**src/rtl/iter_mul_unit_if.sv**
```systemverilog
// Request/response bundle for the iterative multiply/MAC unit.
// The master (core controller) issues start with operands; the slave
// (execute unit) answers with busy/done, the product halves and flags.
interface iter_mul_unit_if #(
  parameter int WIDTH = 32
);

  // Request side
  logic             start;
  logic [1:0]       op;
  logic             s_flag;
  logic [WIDTH-1:0] a;
  logic [WIDTH-1:0] b;
  logic [WIDTH-1:0] acc;
  logic [3:0]       nzcv_in;

  // Response side
  logic             busy;
  logic             done;
  logic [WIDTH-1:0] result_lo;
  logic [WIDTH-1:0] result_hi;
  logic [3:0]       nzcv_out;
  logic             flags_we;

  modport master (
    output start, op, s_flag, a, b, acc, nzcv_in,
    input  busy, done, result_lo, result_hi, nzcv_out, flags_we
  );

  modport slave (
    input  start, op, s_flag, a, b, acc, nzcv_in,
    output busy, done, result_lo, result_hi, nzcv_out, flags_we
  );

endinterface

```
**src/rtl/iter_mul_unit.sv**
```systemverilog
// Multi-cycle multiply / multiply-accumulate execute unit (MUL, MLA,
// UMULL, SMULL) built on a radix-2 shift-add engine. One partial-product
// bit is retired per RUN cycle; a single FIN cycle applies the SMULL sign
// fix-up or the MLA accumulate and registers the results and flags.
module iter_mul_unit #(
  parameter int WIDTH = 32
) (
  input  logic           clk,
  input  logic           rst,
  iter_mul_unit_if.slave bus
);

  localparam int CW = (WIDTH > 2) ? $clog2(WIDTH) : 1;
  localparam logic [CW-1:0] LAST_CNT = CW'(WIDTH - 1);

  localparam logic [1:0] OP_MUL   = 2'b00;
  localparam logic [1:0] OP_MLA   = 2'b01;
  localparam logic [1:0] OP_UMULL = 2'b10;
  localparam logic [1:0] OP_SMULL = 2'b11;

  typedef enum logic [1:0] {
    S_IDLE,
    S_RUN,
    S_FIN
  } state_e;

  // Control state and registered outputs
  state_e           state_q;
  logic [CW-1:0]    count_q;
  logic             busy_q;
  logic             done_q;
  logic             flags_we_q;
  logic [WIDTH-1:0] result_lo_q;
  logic [WIDTH-1:0] result_hi_q;
  logic [3:0]       nzcv_q;

  // Operands latched at acceptance and the running product
  logic [1:0]         op_q;
  logic               s_flag_q;
  logic [WIDTH-1:0]   mcand_q;
  logic [WIDTH-1:0]   mult_q;
  logic [WIDTH-1:0]   acc_in_q;
  logic [1:0]         cv_q;
  logic               sign_q;
  logic [2*WIDTH-1:0] prod_q;

  // Combinational next values
  logic               accept;
  logic               is_smull_req;
  logic [WIDTH-1:0]   a_mag_d;
  logic [WIDTH-1:0]   b_mag_d;
  logic [WIDTH-1:0]   addend_d;
  logic [WIDTH:0]     sum_d;
  logic [2*WIDTH-1:0] prod_d;
  logic               is_long_q;
  logic [2*WIDTH-1:0] prod_fix_d;
  logic [WIDTH-1:0]   result_lo_d;
  logic [WIDTH-1:0]   result_hi_d;
  logic [3:0]         nzcv_d;

  // Magnitude of a two's-complement operand; the most-negative value maps
  // to 2^(WIDTH-1), which still fits in WIDTH unsigned bits.
  function automatic logic [WIDTH-1:0] magnitude(input logic [WIDTH-1:0] x);
    return x[WIDTH-1] ? (~x + WIDTH'(1)) : x;
  endfunction

  assign accept       = (state_q == S_IDLE) && bus.start;
  assign is_smull_req = (bus.op == OP_SMULL);

  // Signed long multiply runs the unsigned engine on magnitudes
  always_comb begin
    a_mag_d = bus.a;
    b_mag_d = bus.b;
    if (is_smull_req) begin
      a_mag_d = magnitude(bus.a);
      b_mag_d = magnitude(bus.b);
    end
  end

  // One shift-add step: conditionally add the multiplicand into the upper
  // half, then shift {carry, product} right by one.
  always_comb begin
    addend_d = mult_q[0] ? mcand_q : '0;
    sum_d    = {1'b0, prod_q[2*WIDTH-1:WIDTH]} + {1'b0, addend_d};
    prod_d   = {sum_d, prod_q[WIDTH-1:1]};
  end

  // Final product shaping: sign fix-up, accumulate, truncation and flags
  always_comb begin
    is_long_q  = op_q[1];
    prod_fix_d = prod_q;
    if ((op_q == OP_SMULL) && sign_q) begin
      prod_fix_d = ~prod_q + (2*WIDTH)'(1);
    end

    result_lo_d = prod_fix_d[WIDTH-1:0];
    result_hi_d = '0;
    unique case (op_q)
      OP_MUL:   result_lo_d = prod_q[WIDTH-1:0];
      OP_MLA:   result_lo_d = prod_q[WIDTH-1:0] + acc_in_q;
      OP_UMULL,
      OP_SMULL: begin
        result_lo_d = prod_fix_d[WIDTH-1:0];
        result_hi_d = prod_fix_d[2*WIDTH-1:WIDTH];
      end
      default:  result_lo_d = prod_q[WIDTH-1:0];
    endcase

    if (is_long_q) begin
      nzcv_d = {result_hi_d[WIDTH-1], ({result_hi_d, result_lo_d} == '0), cv_q};
    end else begin
      nzcv_d = {result_lo_d[WIDTH-1], (result_lo_d == '0), cv_q};
    end
  end

  // Operand capture and shift-add iteration; data needs no reset because
  // the controller never consumes it outside an accepted operation.
  always_ff @(posedge clk) begin
    if (accept) begin
      op_q     <= bus.op;
      s_flag_q <= bus.s_flag;
      mcand_q  <= a_mag_d;
      mult_q   <= b_mag_d;
      acc_in_q <= bus.acc;
      cv_q     <= bus.nzcv_in[1:0];
      sign_q   <= bus.a[WIDTH-1] ^ bus.b[WIDTH-1];
      prod_q   <= '0;
    end else if (state_q == S_RUN) begin
      prod_q <= prod_d;
      mult_q <= mult_q >> 1;
    end
  end

  // Sequencer IDLE -> RUN (WIDTH cycles) -> FIN -> IDLE with registered handshake
  always_ff @(posedge clk) begin
    if (rst) begin
      state_q     <= S_IDLE;
      count_q     <= '0;
      busy_q      <= 1'b0;
      done_q      <= 1'b0;
      flags_we_q  <= 1'b0;
      result_lo_q <= '0;
      result_hi_q <= '0;
      nzcv_q      <= '0;
    end else begin
      unique case (state_q)
        S_IDLE: begin
          done_q     <= 1'b0;
          flags_we_q <= 1'b0;
          if (bus.start) begin
            state_q <= S_RUN;
            busy_q  <= 1'b1;
            count_q <= '0;
          end
        end
        S_RUN: begin
          count_q <= count_q + CW'(1);
          if (count_q == LAST_CNT) begin
            state_q <= S_FIN;
          end
        end
        S_FIN: begin
          state_q     <= S_IDLE;
          busy_q      <= 1'b0;
          done_q      <= 1'b1;
          flags_we_q  <= s_flag_q;
          result_lo_q <= result_lo_d;
          result_hi_q <= result_hi_d;
          nzcv_q      <= nzcv_d;
        end
        default: begin
          state_q <= S_IDLE;
          busy_q  <= 1'b0;
          done_q  <= 1'b0;
        end
      endcase
    end
  end

  assign bus.busy      = busy_q;
  assign bus.done      = done_q;
  assign bus.flags_we  = flags_we_q;
  assign bus.result_lo = result_lo_q;
  assign bus.result_hi = result_hi_q;
  assign bus.nzcv_out  = nzcv_q;

endmodule

```
**src/flat_wrapper.sv**
```systemverilog
// flat-port wrapper written by rule: the top's interface ports become plain ports
module iter_mul_unit_flat 
#(
  parameter int WIDTH = 32
)
  (clk, rst, bus_start, bus_op, bus_s_flag, bus_a, bus_b, bus_acc, bus_nzcv_in, bus_busy, bus_done, bus_result_lo, bus_result_hi, bus_nzcv_out, bus_flags_we);
  iter_mul_unit_if #(.WIDTH(WIDTH)) bus_i ();
  input  logic clk;
  input  logic rst;
  input wire logic [$bits(bus_i.start)-1:0] bus_start;
  input wire logic [$bits(bus_i.op)-1:0] bus_op;
  input wire logic [$bits(bus_i.s_flag)-1:0] bus_s_flag;
  input wire logic [$bits(bus_i.a)-1:0] bus_a;
  input wire logic [$bits(bus_i.b)-1:0] bus_b;
  input wire logic [$bits(bus_i.acc)-1:0] bus_acc;
  input wire logic [$bits(bus_i.nzcv_in)-1:0] bus_nzcv_in;
  output wire logic [$bits(bus_i.busy)-1:0] bus_busy;
  output wire logic [$bits(bus_i.done)-1:0] bus_done;
  output wire logic [$bits(bus_i.result_lo)-1:0] bus_result_lo;
  output wire logic [$bits(bus_i.result_hi)-1:0] bus_result_hi;
  output wire logic [$bits(bus_i.nzcv_out)-1:0] bus_nzcv_out;
  output wire logic [$bits(bus_i.flags_we)-1:0] bus_flags_we;
  assign bus_i.start = bus_start;
  assign bus_i.op = bus_op;
  assign bus_i.s_flag = bus_s_flag;
  assign bus_i.a = bus_a;
  assign bus_i.b = bus_b;
  assign bus_i.acc = bus_acc;
  assign bus_i.nzcv_in = bus_nzcv_in;
  assign bus_busy = bus_i.busy;
  assign bus_done = bus_i.done;
  assign bus_result_lo = bus_i.result_lo;
  assign bus_result_hi = bus_i.result_hi;
  assign bus_nzcv_out = bus_i.nzcv_out;
  assign bus_flags_we = bus_i.flags_we;
  iter_mul_unit #(.WIDTH(WIDTH)) u_core (.clk(clk), .rst(rst), .bus(bus_i));
endmodule
```
**config.mk**
```make
export PLATFORM = sky130hd
export DESIGN_NAME = iter_mul_unit_flat
export DESIGN_NICKNAME = d
export VERILOG_FILES = /design/src/rtl/iter_mul_unit_if.sv /design/src/rtl/iter_mul_unit.sv /design/src/flat_wrapper.sv
export SDC_FILE = /design/constraint.sdc
export NUM_CORES = 1
export LEC_CHECK = 0
export CORE_AREA = 3 3 187 189
export DETAILED_ROUTE_END_ITERATION = 8
export DIE_AREA = 0 0 190 192
export GPL_ROUTABILITY_DRIVEN = 0
export GPL_TIMING_DRIVEN = 0
export HOLD_SLACK_MARGIN = 0.1
export PLACE_DENSITY = 0.75
export SETUP_SLACK_MARGIN = 0.02
export SLEW_MARGIN = 5
export SYNTH_ARGS = -nofsm -noshare
export SYNTH_HDL_FRONTEND = slang
export SYNTH_SLANG_ARGS = --single-unit
```
**constraint.sdc**
```tcl
create_clock -name clk -period 4.4 [get_ports clk]
set_input_delay 0.88 -clock clk [delete_from_list [all_inputs] [get_ports clk]]
set_output_delay 0.88 -clock clk [all_outputs]
set_load 0.02 [all_outputs]
```
## Word-level counts from Yosys, hierarchy flattened

Cells that the tools add are included.

- Bits in registers: 244
- Input port bits: 106
- Output and inout port bits: 71
- Logic and storage cells: 69

- $add $sub $neg: 6
- Equality and inequality tests: 9
- Mux-type cells: 20
- Bitwise gates (word level): 5
- Reductions and logical operators: 13

Operator list:

| operator | number |
|---|---|
| $mux W32 | 8 |
| $pmux W32 S3 | 1 |
| $add A32 B1 Y32 const B | 2 |
| $add A64 B1 Y64 const B | 1 |
| $logic_not A64 Y1 | 1 |
| $mux W64 | 1 |
| $not A32 Y32 | 2 |
| $not A64 Y64 | 1 |
| $add A32 B32 Y33 | 1 |
| $add A32 B32 Y32 | 1 |
| $logic_not A32 Y1 | 1 |
| $pmux W5 S2 | 1 |
| $eq A2 B2 Y1 const B | 4 |
| $pmux W1 S2 | 3 |
| $reduce_and A2 Y1 | 3 |
| $reduce_bool A2 Y1 | 3 |
| $add A5 B1 Y5 const B | 1 |
| $eq A5 B5 Y1 const B | 1 |
| $mux W5 | 1 |
| $eq A2 B1 Y1 const B | 2 |
| $logic_not A2 Y1 | 2 |
| $mux W2 | 2 |
| $mux W4 | 1 |
| $ne A2 B2 Y1 const B | 2 |
| other kinds (6) | 7 |

## Longest topological paths before layout

Gate-level depths: netlist (run 1).

- Word-level depth: 6
- Depth in mapped cells: 15
- Gate-level depth less buffers: 15

## Worst setup path after synthesis (run 1)

Ideal clock, no wire load.

- Kind: input port to flip-flop
- From: input bus_start
- To: register u_core.mult_q[23], data pin
- Arrival: 3.755 ns
- Data required time: 4.029 ns
- Path slack: 0.274 ns
- Stages: 4
- Buffers on the path: 2
- Path through: nor3b_1 > clkbuf_1 > clkbuf_1 > a21oi_1

- Word-level cells in the longest chain between the ends: 2

Ends and longest elaborated chain:

| item | RTL line | RTL |
|---|---|---|
| start: declaration | flat_wrapper.sv:10 | `input wire logic [$bits(bus_i.start)-1:0] bus_start;` |
| $logic_and A1 B1 Y1 | iter_mul_unit.sv:67 | `assign accept = (state_q == S_IDLE) && bus.start;` |
| net u_core.accept | iter_mul_unit.sv:48 | `logic accept;` |
| $mux W32 | iter_mul_unit.sv:119 | `if (accept) begin` |
| end signal: assignment | iter_mul_unit.sv:123 | `mult_q <= b_mag_d;` |
| end signal: assignment | iter_mul_unit.sv:130 | `mult_q <= mult_q >> 1;` |
| end: declaration | iter_mul_unit.sv:41 | `logic [WIDTH-1:0] mult_q;` |

The timed path passes the listed nets, and every way through them passes these cells.
A chain may end at the register's enable or synchronous reset.

## Final worst setup path (run 1)

- From: register u_core.op_q[1]
- To: register u_core.nzcv_q[2], in the netlist u_core.bus.nzcv_out[2]

- Word-level cells in the longest chain between the ends: 6
- Elaborated cells on any way between the ends: 12
- Those cells by class: 3 x eq/ne; 4 x mux; 5 x reduce/logical

Ends and longest elaborated chain:

| item | RTL line | RTL |
|---|---|---|
| start: declaration | iter_mul_unit.sv:38 | `logic [1:0] op_q;` |
| start signal: assignment | iter_mul_unit.sv:120 | `op_q <= bus.op;` |
| $eq A2 B2 Y1 | iter_mul_unit.sv:92, iter_mul_unit.sv:98 |  |
| $logic_and A1 B1 Y1 | iter_mul_unit.sv:92 | `if ((op_q == OP_SMULL) && sign_q) begin` |
| $mux W64 | iter_mul_unit.sv:92 |  |
| $pmux W32 S3 / $mux W32 (equally long branches) | iter_mul_unit.sv:98 | `unique case (op_q)` |
| $logic_not A64 Y1 / $logic_not A32 Y1 (equally long branches) | iter_mul_unit.sv:110, iter_mul_unit.sv:112 |  |
| $mux W4 (*) | iter_mul_unit.sv:109 | `if (is_long_q) begin` |
| end signal: assignment | iter_mul_unit.sv:169 | `nzcv_q <= nzcv_d;` |
| end: declaration | iter_mul_unit.sv:35 | `logic [3:0] nzcv_q;` |

Mark *: on every way between the ends. The rest lies on a longest branch, timed or not.

==> results of run 1 <==
-- synth_stat cells (5+ instances only) --
cell         n
inv_1       32
or2_2        8
nand2b_1    24
nor4_1      27
o21ai_0     87
a2111oi_0    6
a21oi_1    147
a31oi_1     26
xor2_1      54
a22oi_1     14
nand2_1    148
or4_1       15
a211o_1      6
nor2_1     174
clkbuf_1    94
o2111ai_1    6
mux2i_1     26
dfxtp_1    142
o41ai_1     13
a22o_1      32
nor2b_1     17
o31ai_1     24
o21a_1      12
a41oi_1      7
nor4_2       5
or3_1       16
xnor2_1     63
ha_1        68
o211ai_1    14
and2_1      37
nor3_1      50
a21boi_0     7
mux2_2       5
nand3_1     40
o22ai_1      6
and3_1      18
buf_1        5
edfxtp_1   102
nand4_1     13
nand3b_1     5
a21o_1      27
a211oi_1    39
-- cells by family after synthesis --
| family | count (synthesis) | share of synthesized area [%] |
|---|---|---|
| xor gates and xnor gates | 117 | 6.80 |
| AOI/OAI and AO/OA | 515 | 22.7 |
| adders and majority gates | 70 | 5.91 |
| muxes | 31 | 2.10 |
| buffers and inverters | 133 | 3.36 |
| DFF | 244 | 39.2 |
| and+or+nand+nor | 612 | 20.0 |
-- metrics by stage --
step	power [W]	instances	area, µm²	worst slack, ns	hold WS (ns)
6_report	0.00654	2397	18400	0.107	0.456
5_1_grt	0.00681	2397	18400	0.0212	0.485
4_1_cts	0.00653	2397	18400	0.0522	0.458
3_5_place_dp	0.00417	2345	17400	-0.243	0.449
3_3_place_gp	0.00413	2344	17400	-1.55	0.443
2_1_floorplan	0.00369	1722	15100	0.274	0.455
-- report_power, final --
| group | switching, W | internal, W | total [W] | leakage [nW] |
|---|---|---|---|---|
| clock network | 0.000915 | 0.00144 | 0.00235 | 0.462 |
| registers | 0.000158 | 0.00254 | 0.00269 | 2.13 |
| logic | 0.000889 | 0.000602 | 0.00149 | 4.28 |
-- sequential cells by signal, indices dropped and copies added (netlist names), 2 cells and up --
signal                count
u_core.cv_q               2
u_core.mcand_q           32
u_core.state_q            2
u_core.prod_q            64
u_core.bus.nzcv_out       4
u_core.bus.result_hi     32
u_core.mult_q            32
u_core.count_q            5
u_core.bus.result_lo     32
u_core.op_q               2
u_core.acc_in_q          32
-- worst max path at each step --
| stage | to | start |
|---|---|---|
| floorplan | u_core.mult_q[23]$_DFFE_PP_ | bus_start |
| global placement | u_core.mult_q[26]$_DFFE_PP_ | bus_start |
| detailed placement | u_core.bus.nzcv_out[2]$_SDFFE_PP0P_ | u_core.prod_q[6]$_SDFFE_PP0P_ |
| CTS | u_core.bus.nzcv_out[2]$_SDFFE_PP0P_ | u_core.prod_q[20]$_SDFFE_PP0P_ |
| global route | u_core.bus.nzcv_out[2]$_SDFFE_PP0P_ | u_core.op_q[1]$_DFFE_PP_ |
| finish | u_core.bus.nzcv_out[2]$_SDFFE_PP0P_ | u_core.op_q[1]$_DFFE_PP_ |
-- layer usage --
metal | track usage, % | wire length [µm] | up-vias
li1 | - | - | 6830
met1 | 32.0 | 19300 | 6739
met2 | 41.3 | 21300 | 794
met3 | 3.83 | 4360 | 178
met4 | 10.7 | 2420 | 0
met5 | 0 | 0 | -
-- worst register-to-register path: stages (launching register included) --
cell and delay [ns]:
edfxtp_1 0.40, clkbuf_1 0.33, nand3_2 0.38, clkbuf_1 0.38
a31oi_1 0.30, mux2i_1 0.12, a211oi_1 0.40, nand3_1 0.13
nor4_1 0.41, nand4_1 0.20, nor4_1 0.49, nand4b_1 0.23
nor4_4 0.28, a31o_1 0.19
-- repair_timing --
item / in CTS / in global routing
hold endpoints to repair: 0 / 0
resized for setup: 4 / 15
endpoints found under the setup margin: 1 / 1
pin swaps: 0 / 3
-- final cells by class --
cell class	count	area (µm²)
plain buffers	100	389
clock buffers	43	807
repair buffers	175	1760
fillers	2991	15000
inverters	33	124
multi-input cells	1345	8740
clock inverters	9	136
well taps	448	561
flip-flops and latches	244	5910
==> key figures, run 1 <==
Placement
  – IO buf count: 174
  – Post-detail-place hpwl: 35900 µm

Floorplanning
  – Starting Density: 45.0%
  – Die W: 190 µm
  – # IOs: 177
  – Row count: 67
  – Die height: 192 µm
  – CORE AREA: 33400 µm²
  – Total Die Area: 36500 µm²

Final layout
  – Fin nets: 2103
  – Area Growth Syn to Fin: 22.3%
  – Ant. Diodes: 0
  – Commonest non-fill, non-tap cells in the layout: 174 x clkdlybuf4s50_1, 172 x nor2_1, 148 x nand2_1
  – Post-Route Utilization: 55.1%
  – Most common cell after layout, fill and taps aside: clkdlybuf4s50_1
  – Share of layout cells above drive strength 1: 4.16%

Detailed routing
  – Total Wirelength: 47300 µm
  – Final ANT Viol Nets: 0
  – DRC: 0
  – DR vias/cell: 6.07
  – Drt pass-1 iters: 6
  – Wire per inst: 19.8 µm
  – Iteration-0 DRC Markers: 1918
  – Via count: 14500

Worst setup path
  – WP depth: 13
  – RR Startpoint: u_core.op_q[1]$_DFFE_PP_
  – Worst R2R Path Depth: 13
  – CP bufs+invs: 2
  – Reg2reg setup slack: 0.11 ns
  – Slowest library cell on the worst path: nor4_1
  – Crit-path cells: clkbuf_1 -> nand3_2 -> clkbuf_1 -> a31oi_1 -> mux2i_1 -> a211oi_1 -> nand3_1 -> nor4_1 -> nand4_1 -> nor4_1 -> nand4b_1 -> nor4_4 -> a31o_1
  – Max incr delay on CP: 0.49 ns
  – Critical path arrival: 4.78 ns
  – Crit path required time: 4.89 ns
  – Critical path's top delay family: simple AND/OR/NAND/NOR gates
  – Worst Setup End Kind: flip-flop
  – Startpoint Class: flip-flop
  – Crit-path max FO: 10
  – Reg2reg end: u_core.bus.nzcv_out[2]$_SDFFE_PP0P_
  – WS Path Type: reg -> reg

STA
  – Slew Viols, Final: 0
  – TNS Setup: 0 ns
  – RSZ-0062 raised after global routing: no
  – Final Cycle Share: 97.6%
  – Worst slew margin: 22.7%
  – Post-route minimum period: 4.29 ns
  – Clk_skew: 0.0170 ns
  – Final Hold Vio Count: 0
  – Max Clock Freq: 0.233 GHz
  – Worst slew pin tran: 1.16 ns
  – Endpoints failing setup: 0

Hold path
  – Hold Startpoint: u_core.bus.result_hi[14]$_SDFFE_PP0P_
  – Hold/Removal Path Class: reg -> reg
  – Hold depth: 2
  – Hold EP: u_core.bus.result_hi[14]$_SDFFE_PP0P_

Clocking
  – H-Tree Depth: 1
  – CTS clock-pin slew for the worst setup and hold paths: 0.06 ns
  – Setup repair bufs after CTS: 0
  – CTS tree: done
  – Clock buffer depth: 3
  – Root Driver: clkbuf_16
  – Hold buffer count at cts: 0
  – Total CTS buffers: 28
  – Sink Count: 244
  – Later-pin clock latency in the skew report: 0.56 ns

Global route
  – Vias in the first global route: 13700
  – GRT Total Usage: 24.8%
  – Global-route wire length before repair: 72600 µm
  – Initial antenna violation count: 0
  – Largest net degree at the start of global routing: 46
  – Grt total ovfl: 0

Synth
  – Ys Warns: 0
  – Yosys top cell by area: edfxtp_1
  – Top post-synthesis cells by area: edfxtp_1 20%, dfxtp_1 19%, ha_1 5.6%, a21oi_1 4.9%, nor2_1 4.3%
  – Yosys top cell area share: 20.3%
  – Post-synth top flop: dfxtp_1
  – Ys async rst share: 0%
  – Syn Nets: 1898
  – Yosys reg bits: 244
  – Syn Inst Count: 1722
  – Post-synth EDFFs: 102
  – Synth unique cells: 71
  – Avg Synthesized Cell Area: 8.75 µm²
  – Synthesized cell area: 15100 µm²
  – Post-synthesis sequential area ratio: 39.2%

Run
  – Max_cap viols: 0

Outcome
  – Outcome: finished clean

Power
  – VDD IR-drop max: 0.352 mV
  – LEAKAGE: 6.88 nW
  – PD cells: 355 nW/µm²
Note: power is estimated with default switching activity, not from simulation.
==> run 2, diff against run 1 <==
--- a/config.mk
+++ b/config.mk
@@ -6,6 +6,7 @@
 export NUM_CORES = 1
 export LEC_CHECK = 0
 export CORE_AREA = 3 3 187 189
+export CTS_BUF_LIST = sky130_fd_sc_hd__clkbuf_2
 export DETAILED_ROUTE_END_ITERATION = 8
 export DIE_AREA = 0 0 190 192
 export GPL_ROUTABILITY_DRIVEN = 0
==> key figures, run 2 (synthesis results as in run 1) <==
Power
  – Clock share of power: 26.5% (-9.5 points)
  – Comb pwr share: 26.4% (+3.6 points)
  – Switching portion of total power: 35.2% (+5.2 points)
  – LEAKAGE: 6.86 nW (-0.22%)
  – Overall power: 0.00571 W (-13%)
  – P_int: 0.00370 W (-19%)
  – Sw power: 0.00201 W (+2.5%)
  – PD cells: 316 nW/µm² (-11%)
  – Share of power burned in registers: 47.1% (+5.9 points)
  – VDD IR-drop max: 0.196 mV (-44%)

Global route
  – Largest net degree at the start of global routing: 46 (unchanged)
  – Global-route wire length before repair: 72900 µm (+0.42%)
  – Grt total ovfl: 0 (unchanged)
  – Vias in the first global route: 13900 (+1.4%)
  – GRT Total Usage: 25.0% (+0.18 points)
  – Initial antenna violation count: 1 (+1)

Clocking
  – Clock buffer depth: 3 (unchanged)
  – Total CTS buffers: 61 (+120%)
  – CTS clock-pin slew for the worst setup and hold paths: 0.11 ns (+0.05 ns)
  – Sink Count: 244 (unchanged)
  – H-Tree Depth: 2 (+1)
  – CTS tree: done
  – Root Driver: clkbuf_2
  – Later-pin clock latency in the skew report: 0.96 ns (+0.40 ns)

Hold path
  – Hold EP: u_core.bus.result_hi[14]$_SDFFE_PP0P_
  – Hold/Removal Path Class: reg -> reg
  – Hold depth: 2 (unchanged)
  – Hold Startpoint: u_core.bus.result_hi[14]$_SDFFE_PP0P_

STA
  – Clk_skew: 0.114 ns (+0.0973 ns)
  – Endpoints failing setup: 0 (unchanged)
  – Post-route minimum period: 4.35 ns (+0.0520 ns)
  – TNS Setup: 0 ns (unchanged)
  – Final WS setup: 0.0546 ns (-0.0520 ns)
  – Final Cycle Share: 98.8% (+1.2 points)
  – Worst slew margin: 19.2% (-3.4 points)
  – Final Hold Vio Count: 0 (unchanged)
  – Max Clock Freq: 0.230 GHz (-1.2%)
  – RSZ-0062 raised after global routing: no
  – Slew Viols, Final: 0 (unchanged)
  – Worst slew pin tran: 1.21 ns (+0.0514 ns)

Worst setup path
  – Worst R2R Path Depth: 12 (-1)
  – Crit-path max FO: 8 (-2)
  – RR Startpoint: u_core.prod_q[40]$_SDFFE_PP0P_
  – Worst Setup End Kind: flip-flop
  – Crit-path cells: buf_6 -> or4_4 -> or4_4 -> or4_4 -> o31ai_4 -> mux2i_1 -> or4b_1 -> nor4_2 -> a31oi_1 -> nand4b_1 -> nor4_4 -> a31o_1
  – Critical path's top delay family: simple AND/OR/NAND/NOR gates
  – WS Path Type: reg -> reg
  – Critical path arrival: 5.14 ns (+0.36 ns)
  – Startpoint Class: flip-flop
  – CP bufs+invs: 1 (-1)
  – Reg2reg setup slack: 0.05 ns (-0.05 ns)
  – Reg2reg end: u_core.bus.nzcv_out[2]$_SDFFE_PP0P_
  – Crit path required time: 5.20 ns (+0.31 ns)
  – Max incr delay on CP: 0.58 ns (+0.09 ns)
  – Crit-path most repeated cell: or4_4
  – Slowest library cell on the worst path: or4_4

Final layout
  – Non-filler cells, final: 2462 (+2.7%)
  – Fin nets: 2141 (+1.8%)
  – Share of layout cells above drive strength 1: 7.25% (+3.1 points)
  – Commonest non-fill, non-tap cells in the layout: 174 x clkdlybuf4s50_1, 172 x nor2_1, 148 x nand2_1
  – Final instance area: 18100 µm² (-1.9%)
  – Area Growth Syn to Fin: 20.0%
  – Fill count: 3054 (+2.1%)
  – Number of flip-flops in the largest register: 64 (unchanged)
  – Most common cell after layout, fill and taps aside: clkdlybuf4s50_1
  – Top reg by flops: u_core.prod_q

Detailed routing
  – DRC: 0 (unchanged)
  – DR vias/cell: 6.02 (-0.78%)
  – Drt pass-1 iters: 9 (+3)
  – Wire per inst: 19.4 µm (-2.0%)
  – Total Wirelength: 47600 µm (+0.65%)
  – Via count: 14800 (+1.9%)
  – Final ANT Viol Nets: 0 (unchanged)
  – Iteration-0 DRC Markers: 1874 (-2.3%)

Floorplanning
  – Die W: 190 µm (unchanged)
  – CORE AREA: 33400 µm² (unchanged)
  – # IOs: 177 (unchanged)
  – Die height: 192 µm (unchanged)
  – Starting Density: 45.0% (unchanged)
  – Row count: 67 (unchanged)
  – Total Die Area: 36500 µm² (unchanged)

Placement
  – IO buf count: 174 (unchanged)
  – Placed cell areas: 17400 µm² (unchanged)
  – Post-detail-place hpwl: 35900 µm (unchanged)
  – Pre-CTS setup slack: -0.243 ns (unchanged)
  – Inst Count DP: 2345 (unchanged)

Run
  – Max_cap viols: 0 (unchanged)

Outcome
  – Outcome: finished clean
run 2: metrics by stage:
stage               hold WS (ns)  utilization (%)
floorplan                  0.455                -
finish                     0.462             54.1
CTS                        0.427             53.8
global placement           0.443             51.9
global route               0.426             54.1
detailed placement         0.449             52.0
run 2: final cells by class:
cell class	count	area [µm²]	area share, %
multi-input cells	1345	8750	48.4
flip-flops and latches	244	5910	32.7
repair buffers	180	1800	9.95
well taps	448	561	3.10
clock buffers	90	450	2.49
plain buffers	100	393	2.17
inverters	33	124	0.685
clock inverters	21	97.6	0.540
diodes	1	2.50	0.0138
run 2: power groups by stage:
stage / clock network [W] / logic (W) / registers, W
after CTS: 0.00155 / 0.00145 / 0.00268
after detailed placement: 0 / 0.00144 / 0.00273
final: 0.00152 / 0.00151 / 0.00269
after global routing: 0.00167 / 0.00164 / 0.00270
after floorplan: 0 / 0.00102 / 0.00267
after global placement: 0 / 0.00140 / 0.00273
run 2: worst max path at each step:
stage | start | end | slack [ns] | cells after the start
final | u_core.prod_q[40]$_SDFFE_PP0P_ | u_core.bus.nzcv_out[2]$_SDFFE_PP0P_ | 0.05 | 12
after global routing | u_core.prod_q[7]$_SDFFE_PP0P_ | u_core.bus.nzcv_out[2]$_SDFFE_PP0P_ | 0.01 | 13
after CTS | u_core.prod_q[7]$_SDFFE_PP0P_ | u_core.bus.nzcv_out[2]$_SDFFE_PP0P_ | 0.02 | 13
after detailed placement | u_core.prod_q[6]$_SDFFE_PP0P_ | u_core.bus.nzcv_out[2]$_SDFFE_PP0P_ | -0.24 | 13
after global placement | bus_start | u_core.mult_q[26]$_DFFE_PP_ | -1.55 | 5
after floorplan | bus_start | u_core.mult_q[23]$_DFFE_PP_ | 0.27 | 4
run 2: timing repair:
action                                  CTS  global route
resized for setup                         8            17
setup buffers                             0             5
hold buffers                              0             0
pin swaps                                 1             4
endpoints found under the setup margin    1             1
run 2: routing by layer:
metal  global-route usage (%)  part of all wire [%]  up-vias
li1                         -                     -     6944
met4                     11.9                   5.1        0
met3                     4.45                    10      182
met2                     40.9                    45      865
met1                     32.0                    40     6828
met5                        0                     0        -
run 2: worst register-to-register path, stage by stage, from the launching register on:
cell      delay, ns
dfxtp_1        0.35
buf_6          0.15
or4_4          0.58
or4_4          0.47
or4_4          0.58
o31ai_4        0.20
mux2i_1        0.16
or4b_1         0.56
nor4_2         0.16
a31oi_1        0.23
nand4b_1       0.30
nor4_4         0.29
a31o_1         0.20
